===== config.mk =====
export PLATFORM = sky130hd
export DESIGN_NAME = bitwise_shift_arbiter_flat
export DESIGN_NICKNAME = d
export VERILOG_FILES = /design/src/rtl/bitwise_shift_arbiter_if.sv /design/src/rtl/bitwise_shift_arbiter.sv /design/src/flat_wrapper.sv
export SDC_FILE = /design/constraint.sdc
export NUM_CORES = 1
export LEC_CHECK = 0
export CAP_MARGIN = 10
export CORE_AREA = 2 2 57 59
export CTS_CLUSTER_DIAMETER = 60
export CTS_CLUSTER_SIZE = 40
export DETAILED_ROUTE_END_ITERATION = 6
export DIE_AREA = 0 0 59 61
export GPL_ROUTABILITY_DRIVEN = 0
export PLACE_DENSITY_LB_ADDON = 0.3
export SETUP_SLACK_MARGIN = 0.2
export SLEW_MARGIN = 10
export SYNTH_ARGS = -nofsm -noshare
export SYNTH_HDL_FRONTEND = slang
export SYNTH_SLANG_ARGS = --single-unit
export TNS_END_PERCENT = 100

===== constraint.sdc =====
create_clock -name clk -period 1.83 [get_ports clk]
set_input_delay 0.2745 -clock clk [delete_from_list [all_inputs] [get_ports clk]]
set_output_delay 0.2745 -clock clk [all_outputs]
set_load 0.02 [all_outputs]

===== src/rtl/bitwise_shift_arbiter_if.sv =====
// Purpose: requester/response bundle for the shared right-shifter arbiter.
// Latency: none; this file holds signals only.
// Backpressure: req_ready per requester and rsp_ready from downstream.
// Ports:
//   req_valid/req_ready  R-bit request handshake, one bit per requester.
//   req_a                R*N operand bus, requester r at [r*N +: N].
//   req_b                R*O shift-amount bus, requester r at [r*O +: O].
//   rsp_valid/rsp_ready  result handshake.
//   rsp_c/rsp_id         result and the index of the requester that produced it.
// master = client/bench side, slave = arbiter side.
interface bitwise_shift_arbiter_if #(
  parameter int N  = 8,
  parameter int O  = $clog2(N),
  parameter int R  = 4,
  parameter int RW = $clog2(R)
);
  logic [R-1:0]   req_valid;
  logic [R-1:0]   req_ready;
  logic [R*N-1:0] req_a;
  logic [R*O-1:0] req_b;
  logic           rsp_valid;
  logic           rsp_ready;
  logic [N-1:0]   rsp_c;
  logic [RW-1:0]  rsp_id;

  modport master (
    output req_valid, req_a, req_b, rsp_ready,
    input  req_ready, rsp_valid, rsp_c, rsp_id
  );

  modport slave (
    input  req_valid, req_a, req_b, rsp_ready,
    output req_ready, rsp_valid, rsp_c, rsp_id
  );
endinterface


===== src/rtl/bitwise_shift_arbiter.sv =====
// Purpose: shares one logical right shifter (a >> b) among R requesters.
// Latency: result registered; accept on edge k is visible in cycle k+1.
// Backpressure: req_ready all zero while a result is held and rsp_ready is low.
// Ports:
//   clk, rst_n   clock and asynchronous active-low reset.
//   bus (slave)  request handshake + operands in, tagged result out.
// Config macro BITWISE_SHIFT_ARB_ROUND_ROBIN_EN: defined selects round-robin
// grant starting at a rotating pointer; undefined selects fixed priority
// (lowest valid index wins) and the pointer is not built.
module bitwise_shift_arbiter #(
  parameter int N  = 8,
  parameter int O  = $clog2(N),
  parameter int R  = 4,
  parameter int RW = $clog2(R)
) (
  input logic                  clk,
  input logic                  rst_n,
  bitwise_shift_arbiter_if.slave bus
);

  logic          rsp_valid_q, rsp_valid_d;
  logic [N-1:0]  rsp_c_q, rsp_c_d;
  logic [RW-1:0] rsp_id_q, rsp_id_d;

  logic          any_valid;
  logic [RW-1:0] win_id;
  logic          slot_free;
  logic          accept;
  logic [R-1:0]  ready;
  logic [N-1:0]  win_a;
  logic [O-1:0]  win_b;

`ifdef BITWISE_SHIFT_ARB_ROUND_ROBIN_EN
  logic [RW-1:0] ptr_q, ptr_d;

  // Scan from the far end of the rotation back to ptr so the last write is
  // the first valid requester at or after ptr.
  always_comb begin
    int idx;
    idx       = 0;
    any_valid = 1'b0;
    win_id    = '0;
    for (int i = R - 1; i >= 0; i--) begin
      idx = (int'(ptr_q) + i) % R;
      if (bus.req_valid[idx]) begin
        any_valid = 1'b1;
        win_id    = RW'(idx);
      end
    end
  end

  always_comb begin
    ptr_d = ptr_q;
    if (accept) begin
      ptr_d = (win_id == RW'(R - 1)) ? '0 : win_id + RW'(1);
    end
  end

  always_ff @(posedge clk or negedge rst_n) begin
    if (!rst_n) begin
      ptr_q <= '0;
    end else begin
      ptr_q <= ptr_d;
    end
  end
`else
  // Downward scan: the lowest valid index is written last and wins.
  always_comb begin
    any_valid = 1'b0;
    win_id    = '0;
    for (int i = R - 1; i >= 0; i--) begin
      if (bus.req_valid[i]) begin
        any_valid = 1'b1;
        win_id    = RW'(i);
      end
    end
  end
`endif

  // Grant depends only on valids, slot state and pointer; operands feed the
  // shifter only, keeping req_ready free of any path from req_a/req_b.
  always_comb begin
    slot_free = !rsp_valid_q || bus.rsp_ready;
    accept    = any_valid && slot_free;
    ready     = '0;
    if (accept) begin
      ready[win_id] = 1'b1;
    end
    win_a = bus.req_a[win_id*N +: N];
    win_b = bus.req_b[win_id*O +: O];
  end

  always_comb begin
    rsp_valid_d = rsp_valid_q;
    rsp_c_d     = rsp_c_q;
    rsp_id_d    = rsp_id_q;
    if (accept) begin
      rsp_valid_d = 1'b1;
      // Shift amounts >= N clear the result naturally with a logical shift.
      rsp_c_d     = win_a >> win_b;
      rsp_id_d    = win_id;
    end else if (bus.rsp_ready) begin
      rsp_valid_d = 1'b0;
    end
  end

  always_ff @(posedge clk or negedge rst_n) begin
    if (!rst_n) begin
      rsp_valid_q <= 1'b0;
      rsp_c_q     <= '0;
      rsp_id_q    <= '0;
    end else begin
      rsp_valid_q <= rsp_valid_d;
      rsp_c_q     <= rsp_c_d;
      rsp_id_q    <= rsp_id_d;
    end
  end

  assign bus.req_ready = ready;
  assign bus.rsp_valid = rsp_valid_q;
  assign bus.rsp_c     = rsp_c_q;
  assign bus.rsp_id    = rsp_id_q;

endmodule


===== src/flat_wrapper.sv =====
// flat-port wrapper written by rule: the top's interface ports become plain ports
module bitwise_shift_arbiter_flat 
#(
  parameter int N  = 8,
  parameter int O  = $clog2(N),
  parameter int R  = 4,
  parameter int RW = $clog2(R)
)
  (clk, rst_n, bus_req_valid, bus_req_a, bus_req_b, bus_rsp_ready, bus_req_ready, bus_rsp_valid, bus_rsp_c, bus_rsp_id);
  bitwise_shift_arbiter_if #(.N(N), .O(O), .R(R), .RW(RW)) bus_i ();
  input logic clk;
  input logic rst_n;
  input wire logic [$bits(bus_i.req_valid)-1:0] bus_req_valid;
  input wire logic [$bits(bus_i.req_a)-1:0] bus_req_a;
  input wire logic [$bits(bus_i.req_b)-1:0] bus_req_b;
  input wire logic [$bits(bus_i.rsp_ready)-1:0] bus_rsp_ready;
  output wire logic [$bits(bus_i.req_ready)-1:0] bus_req_ready;
  output wire logic [$bits(bus_i.rsp_valid)-1:0] bus_rsp_valid;
  output wire logic [$bits(bus_i.rsp_c)-1:0] bus_rsp_c;
  output wire logic [$bits(bus_i.rsp_id)-1:0] bus_rsp_id;
  assign bus_i.req_valid = bus_req_valid;
  assign bus_i.req_a = bus_req_a;
  assign bus_i.req_b = bus_req_b;
  assign bus_i.rsp_ready = bus_rsp_ready;
  assign bus_req_ready = bus_i.req_ready;
  assign bus_rsp_valid = bus_i.rsp_valid;
  assign bus_rsp_c = bus_i.rsp_c;
  assign bus_rsp_id = bus_i.rsp_id;
  bitwise_shift_arbiter #(.N(N), .O(O), .R(R), .RW(RW)) u_core (.clk(clk), .rst_n(rst_n), .bus(bus_i));
endmodule

==> results_dict.tcl, run 1 <==
set metrics [dict create \
    cp-start-kind "input pin" \
    end_kind "flip-flop" \
    drcViolationCount 0 \
    insertion_delay_ns 0.26 \
    wl_per_cell_um 15.2 \
    p_seq_frac 0.271 \
    grt_antenna_before_repair 0 \
    cts_tree "yes" \
    cts_buffers 3 \
    clockPowerShare 0.150 \
    overflow 0 \
    dr_total_vias 1285 \
    synth.area.top_cells "dfrtp_1 26%, mux4_2 17%, mux2i_1 8.4%" \
    switchingPower_w 0.000362 \
    drive_gt1_frac 0.371 \
    wirelength_um 3700 \
    dp.cells 229 \
    synth_flop_cell "dfrtp_1" \
    crit_arrival_ns 2.13 \
    switching_share 0.327 \
    yosysMostFrequentCell "dfrtp_1" \
    vdd.ir_drop.worst_uv 197 \
    r2r_cells 7 \
    synthCells 109 \
    synthToLayoutAreaGrowth_pct 99.4 \
    synth-seq-cells 11 \
    clockBufferDepth 2 \
    reg2reg_from "u_core.bus.rsp_valid" \
    final_core_util 0.728 \
    min_period_ns 1.98 \
    relSlewSlack 0.670 \
    timing.rr.end "u_core.bus.rsp_c[2]" \
    grt_pass1_wl_um 5660 \
    p_per_area_nw_per_um2 514 \
    drv_slew 0 \
    leakagePower_nw 0.921 \
    grt_pass1_vias 1303 \
    drv_cap 0 \
    worstPathMaxFanout 8 \
    crit_type "input pin to flip-flop" \
    reg2reg_slack_ns 0.31 \
    yosys-top-cells-count "11 x dfrtp_1, 9 x mux2i_1, 9 x nand2_1, 8 x mux4_2, 8 x nor2_1" \
    cts.clk_slew.worst_paths_ns 0.07 \
    synth_nets 160 \
    critPathRequiredTime_ns 1.98 \
    synth-edff-count 0 \
    syn_avg_cell_area_um2 9.88 \
    yosysSeqAreaShare 0.256 \
    pwr-share-comb 0.579 \
    die-height_um 61 \
    rsz0062_at_grt "yes" \
    finalSetupViolCount 6 \
    cts_sinks 11 \
    async_flop_share 1.00 \
    grt_max_degree 12 \
    start_util 0.365 \
    diodes 0 \
    hpwl_um 2840 \
    hold_path_class "input pin to asynchronous set/reset pin" \
    synth_cell_types 40 \
    setup_tns_ns -0.578 \
    cp-startpoint "bus_req_valid[3]" \
    timing.final.crit_share 1.08 \
    p_int_w 0.000743 \
    final_cells 243 \
    clock-root-buffer "clkbuf_4" \
    hold_violations 0 \
    antenna_left 0 \
    synth.top_cell.area_share 0.256 \
    violations "setup timing" \
    finalPower_w 0.00110 \
    ys_warn_count 0 \
    fmax_ghz 0.506 \
    yosysTopAreaCell "dfrtp_1" \
    place_ws_ns -0.903 \
    htreeDepth 1 \
    clock_skew_ns 0.00398 \
    crit_path_end "u_core.bus.rsp_c[1]" \
    die_w_um 59 \
    tightest_slew_ns 0.493 \
    track_usage 0.207 \
    row_count 20 \
    portBuffers 65 \
    dr.pass1.iters 4 \
    die_area_um2 3600 \
    setup_ws_ns -0.146 \
    nNetsFinal 262 \
    core_area_um2 2950 \
    via_per_inst 5.29 \
    first_iter_violations 51 \
    ioPinCount 66 \
    status "finished with violations" \
    syn-cell-area_um2 1080 \
]
## critical path: stages
cell	delay, ns
buf_8	0.10
and2b_4	0.16
o21ai_4	0.17
buf_12	0.15
mux4_2	0.50
mux4_2	0.47
a211o_1	0.30
## cell type report
cell class,instances,area [um2]
Fill cell,228,805
Tap cell,33,41.3
Sequential cell,11,275
Multi-Input combinational cell,90,848
Timing Repair Buffer,103,950
Clock buffer,4,26.3
Inverter,2,7.51
## worst min-delay path by stage
stage                                    start                   end  slack (ns)  cells after the start
after CTS                                rst_n  u_core.bus.rsp_id[1]        0.35                      1
after detailed placement  u_core.bus.rsp_id[1]  u_core.bus.rsp_id[1]        0.46                      2
after global routing                     rst_n  u_core.bus.rsp_valid        0.37                      1
final                                    rst_n   u_core.bus.rsp_c[0]        0.34                      1
after global placement    u_core.bus.rsp_id[0]  u_core.bus.rsp_id[0]        0.46                      2
after floorplan                          rst_n   u_core.bus.rsp_c[0]       -0.02                      0
## cell families (layout without fill, tap and decap cells)
kind of cell	after synthesis	after routing	share of synthesized area
flip-flops	11	11	0.256
buffers and inverters	9	109	0.0581
AND/OR/NAND/NOR	44	44	0.237
AO/OA/AOI/OAI	27	27	0.188
multiplexers	18	19	0.261
## per-layer routing
layer	track usage	routed length, um	vias up
li1	-	-	623
met1	0.218	1380	600
met2	0.417	2120	60
met3	0.0235	190	2
met4	0.0747	14	0
met5	0	0	-
## per-stage QoR
step	area [um2]	hold slack, ns
2_1_floorplan	1100	-0.0211
4_1_cts	2130	0.355
3_3_place_gp	1970	0.459
5_1_grt	2150	0.371
6_report	2150	0.338
3_5_place_dp	1970	0.463
## flip-flops by register name, indices dropped and copies added (netlist names)
signal and count:
u_core.bus.rsp_id 2, u_core.bus.rsp_valid 1, u_core.bus.rsp_c 8
## power by group through the flow
stage | clock network [W] | registers (W) | logic [W]
5_1_grt | 0.000182 | 0.000304 | 0.000680
2_1_floorplan | 0 | 0.000344 | 0.000232
6_report | 0.000165 | 0.000300 | 0.000640
4_1_cts | 0.000168 | 0.000299 | 0.000624
3_5_place_dp | 0 | 0.000304 | 0.000565
3_3_place_gp | 0 | 0.000301 | 0.000552
## cell usage in the layout (no fill, tap or decap), types with 3 or more instances in the layout
| cell | synthesis | routed |
|---|---|---|
| a21oi_1 | 4 | 3 |
| buf_2 | 2 | 4 |
| buf_4 | 1 | 30 |
| buf_6 | 3 | 8 |
| clkbuf_4 | 0 | 3 |
| clkdlybuf4s50_1 | 0 | 56 |
| dfrtp_1 | 11 | 11 |
| mux2i_1 | 9 | 6 |
| mux4_2 | 8 | 9 |
| nand2_1 | 9 | 8 |
| nand2b_1 | 5 | 4 |
| nor2_1 | 8 | 8 |
| nor2b_1 | 3 | 3 |
| o21ai_0 | 5 | 4 |
## repair_timing
item                       CTS  global route
hold buffers                 0             0
cloned                       1             0
setup buffers                7             2
pin swaps                    9             5
setup endpoints to repair   12            10
gates resized for setup     52             5
(Power assumes the default switching activity.)
==> inputs of run 2 (changes only) <==
--- a/config.mk
+++ b/config.mk
@@ -6,11 +6,11 @@
 export NUM_CORES = 1
 export LEC_CHECK = 0
 export CAP_MARGIN = 10
-export CORE_AREA = 2 2 57 59
+export CORE_AREA = 2 2 61 63
 export CTS_CLUSTER_DIAMETER = 60
 export CTS_CLUSTER_SIZE = 40
 export DETAILED_ROUTE_END_ITERATION = 6
-export DIE_AREA = 0 0 59 61
+export DIE_AREA = 0 0 63 65
 export GPL_ROUTABILITY_DRIVEN = 0
 export PLACE_DENSITY_LB_ADDON = 0.3
 export SETUP_SLACK_MARGIN = 0.2
==> constraint.sdc (replaced) <==
create_clock -name clk -period 1.7 [get_ports clk]
set_input_delay 0.255 -clock clk [delete_from_list [all_inputs] [get_ports clk]]
set_output_delay 0.255 -clock clk [all_outputs]
set_load 0.02 [all_outputs]
==> run 2 against run 1 <==
  * Clock skew is 0.0027 ns higher
  * Largest power group unchanged
  * Largest cell class unchanged
  * Register-to-register slack got worse by 0.11 ns
  * Critical path type unchanged
  * Combinational power increased by 13%
  * The run still ends with setup timing left
  * Critical path depth increased by 1
==> results_dict.tcl, run 2 (same netlist as run 1, synthesis figures left out) <==
set metrics [dict create \
    cp_slowest_stage_delay_ns 0.63 \
    finalPower_w 0.00122 \
    end_kind "flip-flop" \
    drv_slew 0 \
    grt_pass1_vias 1370 \
    clock_skew_ns 0.00663 \
    multi_input_area_um2 897 \
    start_util 0.308 \
    cp_cell_sequence "buf_8 > and2b_4 > o21ai_4 > buf_12 > mux4_2 > mux2i_2 > mux2i_1 > a221o_1" \
    hold_violations 0 \
    insertion_delay_ns 0.26 \
    track_usage 0.193 \
    hold_path_class "input pin to asynchronous set/reset pin" \
    tightest_slew_ns 0.464 \
    fill_cells 292 \
    timing.final.crit_share 1.18 \
    vdd.ir_drop.worst_uv 274 \
    worstPathMaxFanout 8 \
    layout_common_cells "49 x clkdlybuf4s50_1, 37 x buf_4, 13 x buf_6, 11 x dfrtp_1, 9 x mux4_2" \
    min_period_ns 2.00 \
    grt_pass1_wl_um 6270 \
    crit_buf_inv 2 \
    diodes 0 \
    portBuffers 65 \
    largest_reg_flops 8 \
    violations "setup timing" \
    p_per_area_nw_per_um2 523 \
    clock-root-buffer "clkbuf_4" \
    nNetsFinal 272 \
    die_w_um 63 \
    drcViolationCount 0 \
    finalSetupViolCount 8 \
    fmax_ghz 0.500 \
    hpwl_um 2970 \
    synthToLayoutAreaGrowth_pct 116 \
    cts.clk_slew.worst_paths_ns 0.07 \
    leakagePower_nw 1.07 \
    grt_max_degree 12 \
    slowest_stage "mux4_2" \
    die_area_um2 4100 \
    rsz0062_at_grt "yes" \
    critPathRequiredTime_ns 1.84 \
    status "finished with violations" \
    wl_per_cell_um 14.6 \
    die-height_um 65 \
    final_common_cell "clkdlybuf4s50_1" \
    ioPinCount 66 \
    clockBufferDepth 2 \
    via_per_inst 5.11 \
    drive_gt1_frac 0.459 \
    dr_total_vias 1369 \
    place_ws_ns -1.04 \
    cts_sinks 11 \
    crit_arrival_ns 2.14 \
    dr.pass1.iters 4 \
    drv_cap 0 \
    cts_tree "yes" \
    cp-start-kind "input pin" \
    htreeDepth 1 \
    crit_type "input pin to flip-flop" \
    antenna_left 0 \
    wirelength_um 3910 \
    core_area_um2 3500 \
    cpLargestDelayFamily "multiplexers" \
    grt_antenna_before_repair 0 \
    overflow 0 \
    first_iter_violations 49 \
    row_count 22 \
    setup_ws_ns -0.299 \
    cts_buffers 3 \
    final_core_util 0.665 \
    relSlewSlack 0.689 \
    seq_area_um2 275 \
]
[run 2: final cells by class]
type,count,share of cell area
Timing Repair Buffer,113,0.455
Multi-Input combinational cell,90,0.386
Sequential cell,11,0.118
Tap cell,48,0.0258
Clock buffer,4,0.0113
Inverter,2,0.00323
[run 2: per-stage QoR]
stage | area [um2] | setup TNS, ns | cells | hold slack [ns]
final | 2320 | -1.61 | 268 | 0.312
after global routing | 2320 | -2.06 | 268 | 0.357
after CTS | 2190 | -1.19 | 261 | 0.332
after detailed placement | 1970 | -9.87 | 243 | 0.473
after global placement | 1970 | -9.28 | 243 | 0.461
after floorplan | 1100 | -3.16 | 109 | -0.0406
[run 2: final timing paths]
kind	from	endpoint	slack, ns	depth (start not counted)
setup / recovery	bus_req_valid[3]	u_core.bus.rsp_c[2]	-0.30	8
hold / removal	rst_n	u_core.bus.rsp_id[0]	0.31	1
setup reg to reg	u_core.bus.rsp_valid	u_core.bus.rsp_c[2]	0.20	7
hold reg to reg	u_core.bus.rsp_id[1]	u_core.bus.rsp_id[1]	0.47	2
max in group asynchronous	rst_n	u_core.bus.rsp_c[3]	1.07	1
min in group clk	bus_req_valid[3]	u_core.bus.rsp_valid	0.43	5
[run 2: per-layer routing]
metal,GRT usage,share of wire,up-vias
met2,0.348,0.55,58
met1,0.223,0.38,653
li1,-,-,648
met5,0,0,-
met3,0.0486,0.057,10
met4,0.0639,0.014,0
[run 2: timing repair]
item | in CTS | in global routing
resized for setup | 58 | 26
setup endpoints to repair | 15 | 16
pin swaps | 9 | 7
buffers inserted | 13 | 7
cloned | 1 | 0
hold buffers | 0 | 0
[run 2: power by group]
group          total, W  internal [W]  leakage (nW)  switching [W]
Sequential     0.000320      0.000299         0.139      0.0000205
Combinational  0.000726      0.000432         0.912       0.000294
Clock          0.000169     0.0000905        0.0150      0.0000783
